===== src/rtl/timer_seq_pkg.sv =====
//==============================================================================
//  Module   : timer_seq_pkg
//  Purpose  : Shared definitions for the timer job sequencer: sequencer FSM
//             state encoding, timer register addresses and the default
//             timer data width.
//  Ports    : none (package)
//  Revision : 1.0 - initial release
//==============================================================================
`default_nettype none

package timer_seq_pkg;

   // Default width of the timer period / PWM / stop-count fields
   localparam int unsigned c_dw_default = 16;

   // Timer register map as seen on oAddr
   localparam logic [1:0] c_addr_max  = 2'd0;
   localparam logic [1:0] c_addr_pwm  = 2'd1;
   localparam logic [1:0] c_addr_stop = 2'd2;

   // Sequencer states
   typedef enum logic [2:0] {
      S_IDLE    = 3'd0,
      S_WR_MAX  = 3'd1,
      S_WR_PWM  = 3'd2,
      S_WR_STOP = 3'd3,
      S_START   = 3'd4,
      S_WAIT_HI = 3'd5,
      S_WAIT_LO = 3'd6
   } state_t;

endpackage : timer_seq_pkg

`default_nettype wire


===== src/rtl/timer_seq_if.sv =====
//==============================================================================
//  Module   : timer_seq_if
//  Purpose  : Bundles the job-submission handshake, the timer register-write
//             bus and the status outputs of timer_seq.
//  Ports    : slave modport  - used by timer_seq
//             master modport - used by whoever feeds jobs / models the timer
//             iJob_Valid/iJob_Max/iJob_Pwm/iJob_Stop/oJob_Ready : job offer
//             oAddr/oWe/oStart/oWdata/iTimer_End               : timer side
//             oBusy/oDone/oLevel                               : status
//             oErr (only with TIMER_SEQ_TIMEOUT_EN defined)     : watchdog
//  Revision : 1.0 - initial release
//==============================================================================
`default_nettype none

interface timer_seq_if
   import timer_seq_pkg::*;
#(
   parameter int unsigned DW    = c_dw_default,
   parameter int unsigned DEPTH = 4
);

   logic                     iJob_Valid;
   logic [DW-1:0]            iJob_Max;
   logic [DW-1:0]            iJob_Pwm;
   logic [DW-1:0]            iJob_Stop;
   logic                     oJob_Ready;
   logic [1:0]               oAddr;
   logic                     oWe;
   logic                     oStart;
   logic [DW-1:0]            oWdata;
   logic                     iTimer_End;
   logic                     oBusy;
   logic                     oDone;
   logic [$clog2(DEPTH):0]   oLevel;
`ifdef TIMER_SEQ_TIMEOUT_EN
   logic                     oErr;
`endif

   modport slave (
`ifdef TIMER_SEQ_TIMEOUT_EN
      output oErr,
`endif
      input  iJob_Valid, iJob_Max, iJob_Pwm, iJob_Stop, iTimer_End,
      output oJob_Ready, oAddr, oWe, oStart, oWdata, oBusy, oDone, oLevel
   );

   modport master (
`ifdef TIMER_SEQ_TIMEOUT_EN
      input  oErr,
`endif
      output iJob_Valid, iJob_Max, iJob_Pwm, iJob_Stop, iTimer_End,
      input  oJob_Ready, oAddr, oWe, oStart, oWdata, oBusy, oDone, oLevel
   );

endinterface : timer_seq_if

`default_nettype wire


===== src/rtl/timer_seq_fifo.sv =====
//==============================================================================
//  Module   : timer_seq_fifo
//  Purpose  : Synchronous first-word-fall-through job FIFO with registered
//             full/empty flags and an occupancy count.
//  Ports    : iCLK, iRSTn           - clock, async active-low reset
//             iPush, iPush_Data     - write request/data (ignored when full)
//             iPop, oPop_Data       - read request / head entry
//             oFull, oEmpty, oLevel - registered status
//  Revision : 1.0 - initial release
//==============================================================================
`default_nettype none

module timer_seq_fifo #(
   parameter int unsigned WIDTH = 48,
   parameter int unsigned DEPTH = 4
) (
   input  wire logic                     iCLK,
   input  wire logic                     iRSTn,
   input  wire logic                     iPush,
   input  wire logic [WIDTH-1:0]         iPush_Data,
   input  wire logic                     iPop,
   output logic      [WIDTH-1:0]         oPop_Data,
   output logic                          oFull,
   output logic                          oEmpty,
   output logic      [$clog2(DEPTH):0]   oLevel
);

   localparam int unsigned c_aw = $clog2(DEPTH);
   // DEPTH is a power of two, so the full count is just the top level bit
   localparam logic [c_aw:0] c_full_lvl = {1'b1, {c_aw{1'b0}}};

   logic [WIDTH-1:0] r_mem [DEPTH];
   logic [c_aw-1:0]  r_wr_ptr;
   logic [c_aw-1:0]  r_rd_ptr;
   logic [c_aw:0]    r_level;
   logic             r_full;
   logic             r_empty;
   logic [c_aw:0]    w_level_nxt;
   logic             w_push;
   logic             w_pop;

   assign w_push = iPush & ~r_full;
   assign w_pop  = iPop  & ~r_empty;

   always_comb begin
      w_level_nxt = r_level;
      case ({w_push, w_pop})
         2'b10:   w_level_nxt = r_level + 1'b1;
         2'b01:   w_level_nxt = r_level - 1'b1;
         default: w_level_nxt = r_level;
      endcase
   end

   // Pointers wrap naturally because DEPTH is a power of two
   always_ff @(posedge iCLK or negedge iRSTn) begin
      if (!iRSTn) begin
         r_wr_ptr <= '0;
         r_rd_ptr <= '0;
         r_level  <= '0;
         r_full   <= 1'b0;
         r_empty  <= 1'b1;
      end else begin
         if (w_push) r_wr_ptr <= r_wr_ptr + c_aw'(1);
         if (w_pop)  r_rd_ptr <= r_rd_ptr + c_aw'(1);
         r_level <= w_level_nxt;
         r_full  <= (w_level_nxt == c_full_lvl);
         r_empty <= (w_level_nxt == '0);
      end
   end

   // Storage needs no reset: the flags alone decide what is valid
   always_ff @(posedge iCLK) begin
      if (w_push) r_mem[r_wr_ptr] <= iPush_Data;
   end

   assign oPop_Data = r_mem[r_rd_ptr];
   assign oFull     = r_full;
   assign oEmpty    = r_empty;
   assign oLevel    = r_level;

endmodule : timer_seq_fifo

`default_nettype wire


===== src/rtl/timer_seq.sv =====
//==============================================================================
//  Module   : timer_seq
//  Purpose  : Queues timer jobs {period, PWM threshold, stop count} and plays
//             each one into a timer peripheral: three register writes, a
//             start pulse, then waits for the timer's end window to open and
//             close before reporting completion.
//  Ports    : iCLK   - clock, all logic on the rising edge
//             iRSTn  - asynchronous active-low reset
//             bus    - timer_seq_if.slave (job handshake, timer write bus,
//                      iTimer_End, oBusy/oDone/oLevel)
//  Config   : TIMER_SEQ_TIMEOUT_EN - adds a 20-bit watchdog over the two wait
//             states; after TMO_CYC cycles the job is abandoned and oErr
//             pulses for one cycle instead of oDone.
//  Revision : 1.0 - initial release
//==============================================================================
`default_nettype none

module timer_seq
   import timer_seq_pkg::*;
#(
   parameter int unsigned DW      = c_dw_default,
   parameter int unsigned DEPTH   = 4,
   parameter logic [19:0] TMO_CYC = 20'd1048575
) (
   input  wire logic iCLK,
   input  wire logic iRSTn,
   timer_seq_if.slave bus
);

   localparam int unsigned c_lw = $clog2(DEPTH) + 1;

   // FIFO side
   logic [3*DW-1:0] w_head;
   logic            w_full;
   logic            w_empty;
   logic [c_lw-1:0] w_level;
   logic            w_pop;

   // FSM and registered outputs
   state_t          r_state;
   state_t          w_state_nxt;
   logic [DW-1:0]   r_job_pwm;
   logic [DW-1:0]   r_job_stop;
   logic            r_we,    w_we_nxt;
   logic            r_start, w_start_nxt;
   logic [1:0]      r_addr,  w_addr_nxt;
   logic [DW-1:0]   r_wdata, w_wdata_nxt;
   logic            r_busy;
   logic            r_done,  w_done_nxt;

   timer_seq_fifo #(
      .WIDTH (3*DW),
      .DEPTH (DEPTH)
   ) u_fifo (
      .iCLK       (iCLK),
      .iRSTn      (iRSTn),
      .iPush      (bus.iJob_Valid),
      .iPush_Data ({bus.iJob_Max, bus.iJob_Pwm, bus.iJob_Stop}),
      .iPop       (w_pop),
      .oPop_Data  (w_head),
      .oFull      (w_full),
      .oEmpty     (w_empty),
      .oLevel     (w_level)
   );

`ifdef TIMER_SEQ_TIMEOUT_EN
   localparam logic [19:0] c_tmo_last = TMO_CYC - 20'd1;

   logic [19:0] r_wdog;
   logic        w_tmo;
   logic        r_err, w_err_nxt;

   assign w_tmo = (r_wdog == c_tmo_last);

   // Restarts on every state change so each wait state gets a full budget
   always_ff @(posedge iCLK or negedge iRSTn) begin
      if (!iRSTn) begin
         r_wdog <= '0;
      end else if (w_state_nxt != r_state) begin
         r_wdog <= '0;
      end else if (r_state == S_WAIT_HI || r_state == S_WAIT_LO) begin
         r_wdog <= r_wdog + 20'd1;
      end
   end
`endif

   // Next-state and next-output logic. Outputs are computed for the state
   // being entered so the registered strobes line up with that state.
   always_comb begin
      w_state_nxt = r_state;
      w_pop       = 1'b0;
      w_we_nxt    = 1'b0;
      w_start_nxt = 1'b0;
      w_addr_nxt  = c_addr_max;
      w_wdata_nxt = '0;
      w_done_nxt  = 1'b0;
`ifdef TIMER_SEQ_TIMEOUT_EN
      w_err_nxt   = 1'b0;
`endif
      case (r_state)
         S_IDLE: begin
            // Never start while the previous end window is still open
            if (!w_empty && !bus.iTimer_End) begin
               w_state_nxt = S_WR_MAX;
               w_pop       = 1'b1;
               w_we_nxt    = 1'b1;
               w_addr_nxt  = c_addr_max;
               w_wdata_nxt = w_head[2*DW +: DW];
            end
         end
         S_WR_MAX: begin
            w_state_nxt = S_WR_PWM;
            w_we_nxt    = 1'b1;
            w_addr_nxt  = c_addr_pwm;
            w_wdata_nxt = r_job_pwm;
         end
         S_WR_PWM: begin
            w_state_nxt = S_WR_STOP;
            w_we_nxt    = 1'b1;
            w_addr_nxt  = c_addr_stop;
            w_wdata_nxt = r_job_stop;
         end
         S_WR_STOP: begin
            w_state_nxt = S_START;
            w_start_nxt = 1'b1;
         end
         S_START: begin
            w_state_nxt = S_WAIT_HI;
         end
         S_WAIT_HI: begin
            if (bus.iTimer_End) begin
               w_state_nxt = S_WAIT_LO;
            end
`ifdef TIMER_SEQ_TIMEOUT_EN
            else if (w_tmo) begin
               w_state_nxt = S_IDLE;
               w_err_nxt   = 1'b1;
            end
`endif
         end
         S_WAIT_LO: begin
            if (!bus.iTimer_End) begin
               w_state_nxt = S_IDLE;
               w_done_nxt  = 1'b1;
            end
`ifdef TIMER_SEQ_TIMEOUT_EN
            else if (w_tmo) begin
               w_state_nxt = S_IDLE;
               w_err_nxt   = 1'b1;
            end
`endif
         end
         default: begin
            w_state_nxt = S_IDLE;
         end
      endcase
   end

   always_ff @(posedge iCLK or negedge iRSTn) begin
      if (!iRSTn) begin
         r_state <= S_IDLE;
         r_we    <= 1'b0;
         r_start <= 1'b0;
         r_addr  <= 2'd0;
         r_wdata <= '0;
         r_busy  <= 1'b0;
         r_done  <= 1'b0;
`ifdef TIMER_SEQ_TIMEOUT_EN
         r_err   <= 1'b0;
`endif
      end else begin
         r_state <= w_state_nxt;
         r_we    <= w_we_nxt;
         r_start <= w_start_nxt;
         r_addr  <= w_addr_nxt;
         r_wdata <= w_wdata_nxt;
         r_busy  <= (w_state_nxt != S_IDLE);
         r_done  <= w_done_nxt;
`ifdef TIMER_SEQ_TIMEOUT_EN
         r_err   <= w_err_nxt;
`endif
      end
   end

   // The period field goes straight from the FIFO head onto the bus at pop
   // time, so only the two later fields need holding.
   always_ff @(posedge iCLK or negedge iRSTn) begin
      if (!iRSTn) begin
         r_job_pwm  <= '0;
         r_job_stop <= '0;
      end else if (w_pop) begin
         r_job_pwm  <= w_head[DW +: DW];
         r_job_stop <= w_head[0 +: DW];
      end
   end

   assign bus.oJob_Ready = ~w_full;
   assign bus.oLevel     = w_level;
   assign bus.oWe        = r_we;
   assign bus.oStart     = r_start;
   assign bus.oAddr      = r_addr;
   assign bus.oWdata     = r_wdata;
   assign bus.oBusy      = r_busy;
   assign bus.oDone      = r_done;
`ifdef TIMER_SEQ_TIMEOUT_EN
   assign bus.oErr       = r_err;
`endif

endmodule : timer_seq

`default_nettype wire

===== src/flat_wrapper.sv =====
// flat-port wrapper written by rule: the top's interface ports become plain ports
module timer_seq_flat import timer_seq_pkg::*;
#(
   parameter int unsigned DW      = c_dw_default,
   parameter int unsigned DEPTH   = 4,
   parameter logic [19:0] TMO_CYC = 20'd1048575
)
  (iCLK, iRSTn, bus_iJob_Valid, bus_iJob_Max, bus_iJob_Pwm, bus_iJob_Stop, bus_iTimer_End, bus_oJob_Ready, bus_oAddr, bus_oWe, bus_oStart, bus_oWdata, bus_oBusy, bus_oDone, bus_oLevel);
  timer_seq_if #(.DW(DW), .DEPTH(DEPTH)) bus_i ();
  input  wire logic iCLK;
  input  wire logic iRSTn;
  input wire logic [$bits(bus_i.iJob_Valid)-1:0] bus_iJob_Valid;
  input wire logic [$bits(bus_i.iJob_Max)-1:0] bus_iJob_Max;
  input wire logic [$bits(bus_i.iJob_Pwm)-1:0] bus_iJob_Pwm;
  input wire logic [$bits(bus_i.iJob_Stop)-1:0] bus_iJob_Stop;
  input wire logic [$bits(bus_i.iTimer_End)-1:0] bus_iTimer_End;
  output wire logic [$bits(bus_i.oJob_Ready)-1:0] bus_oJob_Ready;
  output wire logic [$bits(bus_i.oAddr)-1:0] bus_oAddr;
  output wire logic [$bits(bus_i.oWe)-1:0] bus_oWe;
  output wire logic [$bits(bus_i.oStart)-1:0] bus_oStart;
  output wire logic [$bits(bus_i.oWdata)-1:0] bus_oWdata;
  output wire logic [$bits(bus_i.oBusy)-1:0] bus_oBusy;
  output wire logic [$bits(bus_i.oDone)-1:0] bus_oDone;
  output wire logic [$bits(bus_i.oLevel)-1:0] bus_oLevel;
  assign bus_i.iJob_Valid = bus_iJob_Valid;
  assign bus_i.iJob_Max = bus_iJob_Max;
  assign bus_i.iJob_Pwm = bus_iJob_Pwm;
  assign bus_i.iJob_Stop = bus_iJob_Stop;
  assign bus_i.iTimer_End = bus_iTimer_End;
  assign bus_oJob_Ready = bus_i.oJob_Ready;
  assign bus_oAddr = bus_i.oAddr;
  assign bus_oWe = bus_i.oWe;
  assign bus_oStart = bus_i.oStart;
  assign bus_oWdata = bus_i.oWdata;
  assign bus_oBusy = bus_i.oBusy;
  assign bus_oDone = bus_i.oDone;
  assign bus_oLevel = bus_i.oLevel;
  timer_seq #(.DW(DW), .DEPTH(DEPTH), .TMO_CYC(TMO_CYC)) u_core (.iCLK(iCLK), .iRSTn(iRSTn), .bus(bus_i));
endmodule

===== config.mk =====
export PLATFORM = sky130hd
export DESIGN_NAME = timer_seq_flat
export DESIGN_NICKNAME = d
export VERILOG_FILES = /design/src/rtl/timer_seq_pkg.sv /design/src/rtl/timer_seq_if.sv /design/src/rtl/timer_seq_fifo.sv /design/src/rtl/timer_seq.sv /design/src/flat_wrapper.sv
export SDC_FILE = /design/constraint.sdc
export NUM_CORES = 1
export LEC_CHECK = 0
export BUFFER_PORTS_ARGS = -buffer_cell sky130_fd_sc_hd__buf_4
export CORE_AREA = 2 2 127 129
export DETAILED_ROUTE_END_ITERATION = 8
export DIE_AREA = 0 0 129 131
export HOLD_SLACK_MARGIN = 0.15
export PLACE_DENSITY_LB_ADDON = 0.2
export SYNTH_ARGS = -nofsm -noshare
export SYNTH_HDL_FRONTEND = slang
export SYNTH_HIERARCHICAL = 1
export SYNTH_SLANG_ARGS = --single-unit
export TNS_END_PERCENT = 30

===== constraint.sdc =====
create_clock -name iCLK -period 7.5 [get_ports iCLK]
set_input_delay 2.25 -clock iCLK [delete_from_list [all_inputs] [get_ports iCLK]]
set_output_delay 2.25 -clock iCLK [all_outputs]
set_load 0.02 [all_outputs]

Word-level counts from Yosys, hierarchy flattened
Memories as Yosys holds them, arrays and structs flattened. Index checks and enable logic that the tools add are counted.

$add $sub $neg: 4. Eq/ne operators: 9. Multiplexer cells: 16. Bitwise logic cells: 4. Reduce and logical (&&, ||, !) cells: 7.

Operators by type and width (count): one-hot mux 16 bit (3 select lines) (1); one-hot mux 3 bit (7 select lines) (1); two-way mux 16 bit (1); equality test 3 bit, second input constant (4); two-way mux 3 bit (3); two-way mux 1 bit (7); equality test 3 x 2 -> 1 bit, second input constant (2); zero test 3 bit (2); one-hot mux 3 bit (2 select lines) (1); adder 2 x 1 -> 2 bit, second input constant (2); one-hot mux 2 bit (2 select lines) (1); adder 3 x 1 -> 3 bit, second input constant (1); equality test 3 x 1 -> 1 bit, second input constant (1); nonzero test 3 bit (1); subtractor 3 x 1 -> 3 bit, second input constant (1); AND 1 bit (2); equality test 2 x 1 -> 1 bit, second input constant (1); equality test 2 bit, second input constant (1); zero test 1 bit (2); NOT 1 bit (2); one-hot mux 1 bit (2 select lines) (1); OR reduction 2 bit (1); logical AND 1 bit (1).

Register bits after elaboration: 66. RAM bits: 192. Bits of input ports: 52. Output and inout bits: 26. Logic and storage cells: 55. Memories: 1.

Memory list: u_core.u_fifo.r_mem (depth 4, width 48, rd ports 1, clocked after memory_dff 0, write ports 1, RTL line timer_seq_fifo.sv:32) `logic [WIDTH-1:0] r_mem [DEPTH];`.

Longest topological paths before layout
Depth in word-level cells: 8. Mapped depth: 10. Gate-level depth less buffers: 8.

Cells and area by module
Netlist, hierarchy kept.

By module, submodules not included: timer_seq_fifo (instances 1, cells each 293, area an instance 7472.2 sq um, seq. area each 5992.0 sq um); timer_seq (instances 1, cells each 152, area an instance 2329.7 sq um, seq. area each 1426.4 sq um).

Worst setup path before layout
OpenSTA, ideal clock, no wires.

Kind: input to register. Start point: in bus_iTimer_End. End point: reg u_core.u_fifo.r_full, in the netlist u_core/u_fifo/oFull. Library setup time: 0.079 ns. Arrival: 4.271 ns. Data required time: 7.421 ns. Setup slack: 3.149 ns. Stages on the path: 10. Path buffers: 2. Cell sequence: nor2_2 nor4b_4 buf_6 buf_12 nor2b_1 ha_1 fa_1 nor2_1 a31oi_1 mux2i_1.

Longest elaborated chain between the ends: 8.

Ends and longest elaborated chain: start, declared (RTL line flat_wrapper.sv:16) `input wire logic [$bits(bus_i.iTimer_End)-1:0] bus_iTimer_End;`; zero test 1 bit * (RTL line timer_seq.sv:103) `if (!w_empty && !bus.iTimer_End) begin`; logical AND 1 bit * (RTL line timer_seq.sv:103); two-way mux 1 bit * (RTL line timer_seq.sv:103); two-way mux 1 bit * (RTL line timer_seq.sv:100) `case (r_state)`; via u_core.w_pop (RTL line timer_seq.sv:37) `logic w_pop;`; AND 1 bit * (RTL line timer_seq_fifo.sv:43) `assign w_pop = iPop & ~r_empty;`; equality test 2 x 1 -> 1 bit or equality test 2 bit (tied branches) (RTL line timer_seq_fifo.sv:47) `case ({w_push, w_pop})`; one-hot mux 3 bit (2 select lines) * (RTL line timer_seq_fifo.sv:47); equality test 3 bit * (RTL line timer_seq_fifo.sv:66) `r_full <= (w_level_nxt == c_full_lvl);`; end signal, assigned (RTL line timer_seq_fifo.sv:66); end, declared (RTL line timer_seq_fifo.sv:36) `logic r_full;`.

The timed path passes the listed nets; every way through them passes the cells marked *. A chain may end at the register's enable or synchronous reset.

Worst setup path in the final report
Start point: in bus_iTimer_End. End point: reg u_core.u_fifo.r_full, in the netlist u_core/u_fifo/oFull.

Longest elaborated chain between the ends: 8.

Ends and longest elaborated chain (RTL line): zero test 1 bit * (timer_seq.sv:103); logical AND 1 bit * (timer_seq.sv:103); two-way mux 1 bit * (timer_seq.sv:103); two-way mux 1 bit * (timer_seq.sv:100); AND 1 bit * (timer_seq_fifo.sv:43); equality test 2 x 1 -> 1 bit or equality test 2 bit (tied branches) (timer_seq_fifo.sv:47); one-hot mux 3 bit (2 select lines) * (timer_seq_fifo.sv:47); equality test 3 bit * (timer_seq_fifo.sv:66).

Every way passes the cells marked *; elsewhere a longest branch is shown, timed or not.

==> metrics.md <==
| Metric | Value |
|---|---|
| Run status | completed |
| Vias in the first global route | 4737 |
| Async set or reset register ratio after synthesis | 0.256 |
| Post-Syn Instances | 445 |
| CTS tree | yes |
| Initial drt markers | 348 |
| Cell Rows | 46 |
| CP Launch Type | input port |
| Worst slack, placed | ~2.6 ns |
| Hold Vio Cnt, Final | 0 |
| Post-route antenna net violation count | 0 |
| Worst Path Arrival | roughly 4.8 ns |
| First-pass GRT wire length | 26100 µm |
| Die area | ~17000 µm² |
| Syn_area_per_cell | 22.0 µm² |
| Synthesized flop and latch total | 258 |
| Clock slew at reported path FFs | 0.06 ns |
| R2R depth | 8 |
| Worst slew margin | 0.263 |
| Final WS setup | 3.12 ns |
| Share of post-route cells with drive strength above 1 | 0.382 |
| CTS resizes | 0 |
| Final WL | 16700 µm |
| Core Box Area | approximately 16000 µm² |
| Mapped Area | 9800 µm² |
| Total grt overflow | 0 |
| Placed Area | 10500 µm² |
| CP max FO | 49 |
| H-tree levels | 1 |
| GPL Wtd Cong | 0.731 |
| Worst hold start | u_core/r_job_pwm[15]$_DFFE_PN0P_ |
| Part of the power in registers | 0.474 |
| Peak VDD IR | 267 µV |
| Setup crit end kind | flop |
| FF-to-FF End | u_core/u_fifo/oFull$_DFF_PN0_ |
| Worst-Skew Late Latency | about 0.52 ns |
| Min Hold Slack | 0.507 ns |
| Sw Ratio | 0.274 |
| Total GRT Usage | 0.208 |
| Pins Over Slew Limit | 0 |
| TNS Setup | 0 ns |
| Clk buf depth | 3 |
| Logic pwr share | 0.236 |
| Hold depth | 1 |
| Hold EP | u_core/r_job_pwm[15]$_DFFE_PN0P_ |
| Residual DRC count | 0 |
| Clk sinks | roughly 260 |
| Largest net degree at the start of global routing | between 60 and 70 |
| Vias per cell | 5.79 |
| Diode count | 0 |
| Slowest CP cell | buf_4 |
| Sequential area share after synthesis | 0.757 |
| Vias | 4450 |
| Worst R2R Setup Slack | between 4 and 5 ns |
| Root buffer cell | clkbuf_16 |
| Worst Path Required | approximately 8 ns |
| Worst-path cell chain | buf_4 -> nor2_2 -> nor4b_4 -> buf_4 -> nor2b_1 -> ha_1 -> fa_1 -> nor2_1 -> a31oi_1 -> mux2i_1 |
| Int Power | 3.34 mW |
| Final min period | 4.38 ns |
| Worst-margin pin slew | approximately 1.1 ns |
| Synth cell types | 37 |
| Die X | about 130 µm |
| Cts bufs inserted | 26 |
| FF-to-FF Start | u_core/r_state[1]$_DFF_PN0_ |
| Kind of critical path | in2reg |
| DR WL/cell | between 20 and 25 µm |
| Max Cap Violations | 0 |
| Initial antenna violation count | 0 |
| Post-CTS setup buffer count | 0 |
| Period utilization | 0.584 |
| Fmax | 0.228 GHz |
| First drt pass iteration count | 4 |
| Synth Warn # | 6 |
| CP peak stage delay | ~0.57 ns |
| Post-detail-place hpwl | around 9000 µm |
| Leak | 4.24 nW |
| Pwr dens | 405 nW/µm² |
| Clock Power Share | 0.291 |
| Cell area after layout | 11300 µm² |
| P&R area growth vs syn | 15.7% |
| Top_reg_cell synth | edfxtp_1 |
| Count of final setup violators | 0 |
| I/O pin count | 78 |
| Most Frequent Cell on Critical Path | buf_4 |
| Most frequent cells in the layout | edfxtp_1 (192), buf_4 (83), dfrtp_1 (63) |
| Vert. Die Dim | 131 µm |
| Hold buffers post-CTS | 0 |
| Number of enable flip-flop cells after synthesis | about 190 |
| RSZ-0062 raised after global routing | no |
| Commonest non-fill, non-tap cell in the layout | edfxtp_1 |
| P_sw | 1.26 mW |
| Hold Path Class | reg2reg |
| Port buffer count | 77 |
| Utilization after layout | 0.727 |
| Synthesized Nets | 503 |
| Initial core utilization | 0.628 |
| Nets | 592 |
| Clock skew | 0.0129 ns |
[synthesized netlist by cell type, types with 4 or more instances]
| library cell | n | share of area |
|---|---|---|
| a21o_1 | 17 | 0.013 |
| a22o_1 | 16 | 0.014 |
| and2_1 | 4 | 0.0026 |
| buf_12 | 6 | 0.012 |
| buf_2 | 5 | 0.0026 |
| buf_6 | 8 | 0.0092 |
| dfrtp_1 | 65 | 0.17 |
| edfxtp_1 | 192 | 0.59 |
| ha_1 | 5 | 0.0064 |
| inv_1 | 4 | 0.0015 |
| mux2_2 | 33 | 0.038 |
| mux4_2 | 48 | 0.11 |
| nand2_1 | 4 | 0.0015 |
| nor2_1 | 5 | 0.0019 |
| xnor2_1 | 5 | 0.0045 |
[power by group through the flow]
stage / logic [mW] / registers [mW] / clock network [mW]
after floorplan: 0.936 / 2.10 / 0
after global placement: 1.06 / 2.19 / 0
after detailed placement: 1.09 / 2.21 / 0
after CTS: 1.10 / 2.19 / 1.36
after global routing: 1.16 / 2.23 / 1.42
final: 1.08 / 2.18 / 1.33
[metal layers]
layer,global-route usage,routed length [µm],vias up
met3,0.0391,1160,22
li1,-,-,1964
met4,0.0499,219,0
met2,0.362,8700,142
met1,0.278,6610,2322
met5,0,0,-
[critical path, delay by kind of cell]
kind / cells / cell delay (ns)
AOI/OAI and AO/OA: 1 / 0.13
buffers and inverters: 2 / 0.69
adders and majority gates: 2 / 0.71
and+or+nand+nor: 4 / 0.86
muxes: 1 / 0.17
[cells by family (layout without fill, tap and decap cells)]
group                      count (synthesis)  after routing  synth area share
muxes                                     83             83             0.150
adders and majority gates                  6              6           0.00842
AOI/OAI and AO/OA                         39             39            0.0314
DFF                                      258            258             0.757
xor gates and xnor gates                   7              7           0.00625
buffers and inverters                     26            133            0.0274
and+or+nand+nor                           26             26            0.0194
[sequential cells by signal, summed over array words and instances, names as in the netlist, 2 cells and up]
name	count
u_core/u_fifo/r_mem	192
u_core/u_fifo/oLevel	3
u_core/r_state	3
u_core/u_fifo/r_rd_ptr	2
u_core/bus.oWdata	16
u_core/r_job_stop	16
u_core/bus.oAddr	2
u_core/u_fifo/r_wr_ptr	2
u_core/r_job_pwm	16
[stage by stage]
| step | std cells | total power, mW |
|---|---|---|
| floorplan | 445 | 3.04 |
| global placement | 722 | 3.25 |
| detailed placement | 722 | 3.30 |
| CTS | 768 | 4.65 |
| global route | 768 | 4.81 |
| finish | 768 | 4.59 |
[final cells by class]
class / instances / area, µm²
fill: 915 / 4260
sequential: 258 / 7420
multi-input combinational: 161 / 2120
timing repair buffer: 83 / 623
clock buffer: 35 / 706
clock inverter: 11 / 185
inverter: 4 / 15.0
tap: 216 / 270
[worst max path at each step]
stage,from,end,slack (ns)
floorplan,bus_iTimer_End,u_core/u_fifo/oFull$_DFF_PN0_,3.15
global placement,bus_iTimer_End,u_core/u_fifo/oFull$_DFF_PN0_,2.73
detailed placement,bus_iTimer_End,u_core/u_fifo/oFull$_DFF_PN0_,2.57
CTS,bus_iTimer_End,u_core/u_fifo/oFull$_DFF_PN0_,3.12
global route,bus_iTimer_End,u_core/u_fifo/oFull$_DFF_PN0_,2.95
finish,bus_iTimer_End,u_core/u_fifo/oFull$_DFF_PN0_,3.12
(Power assumes the default switching activity.)
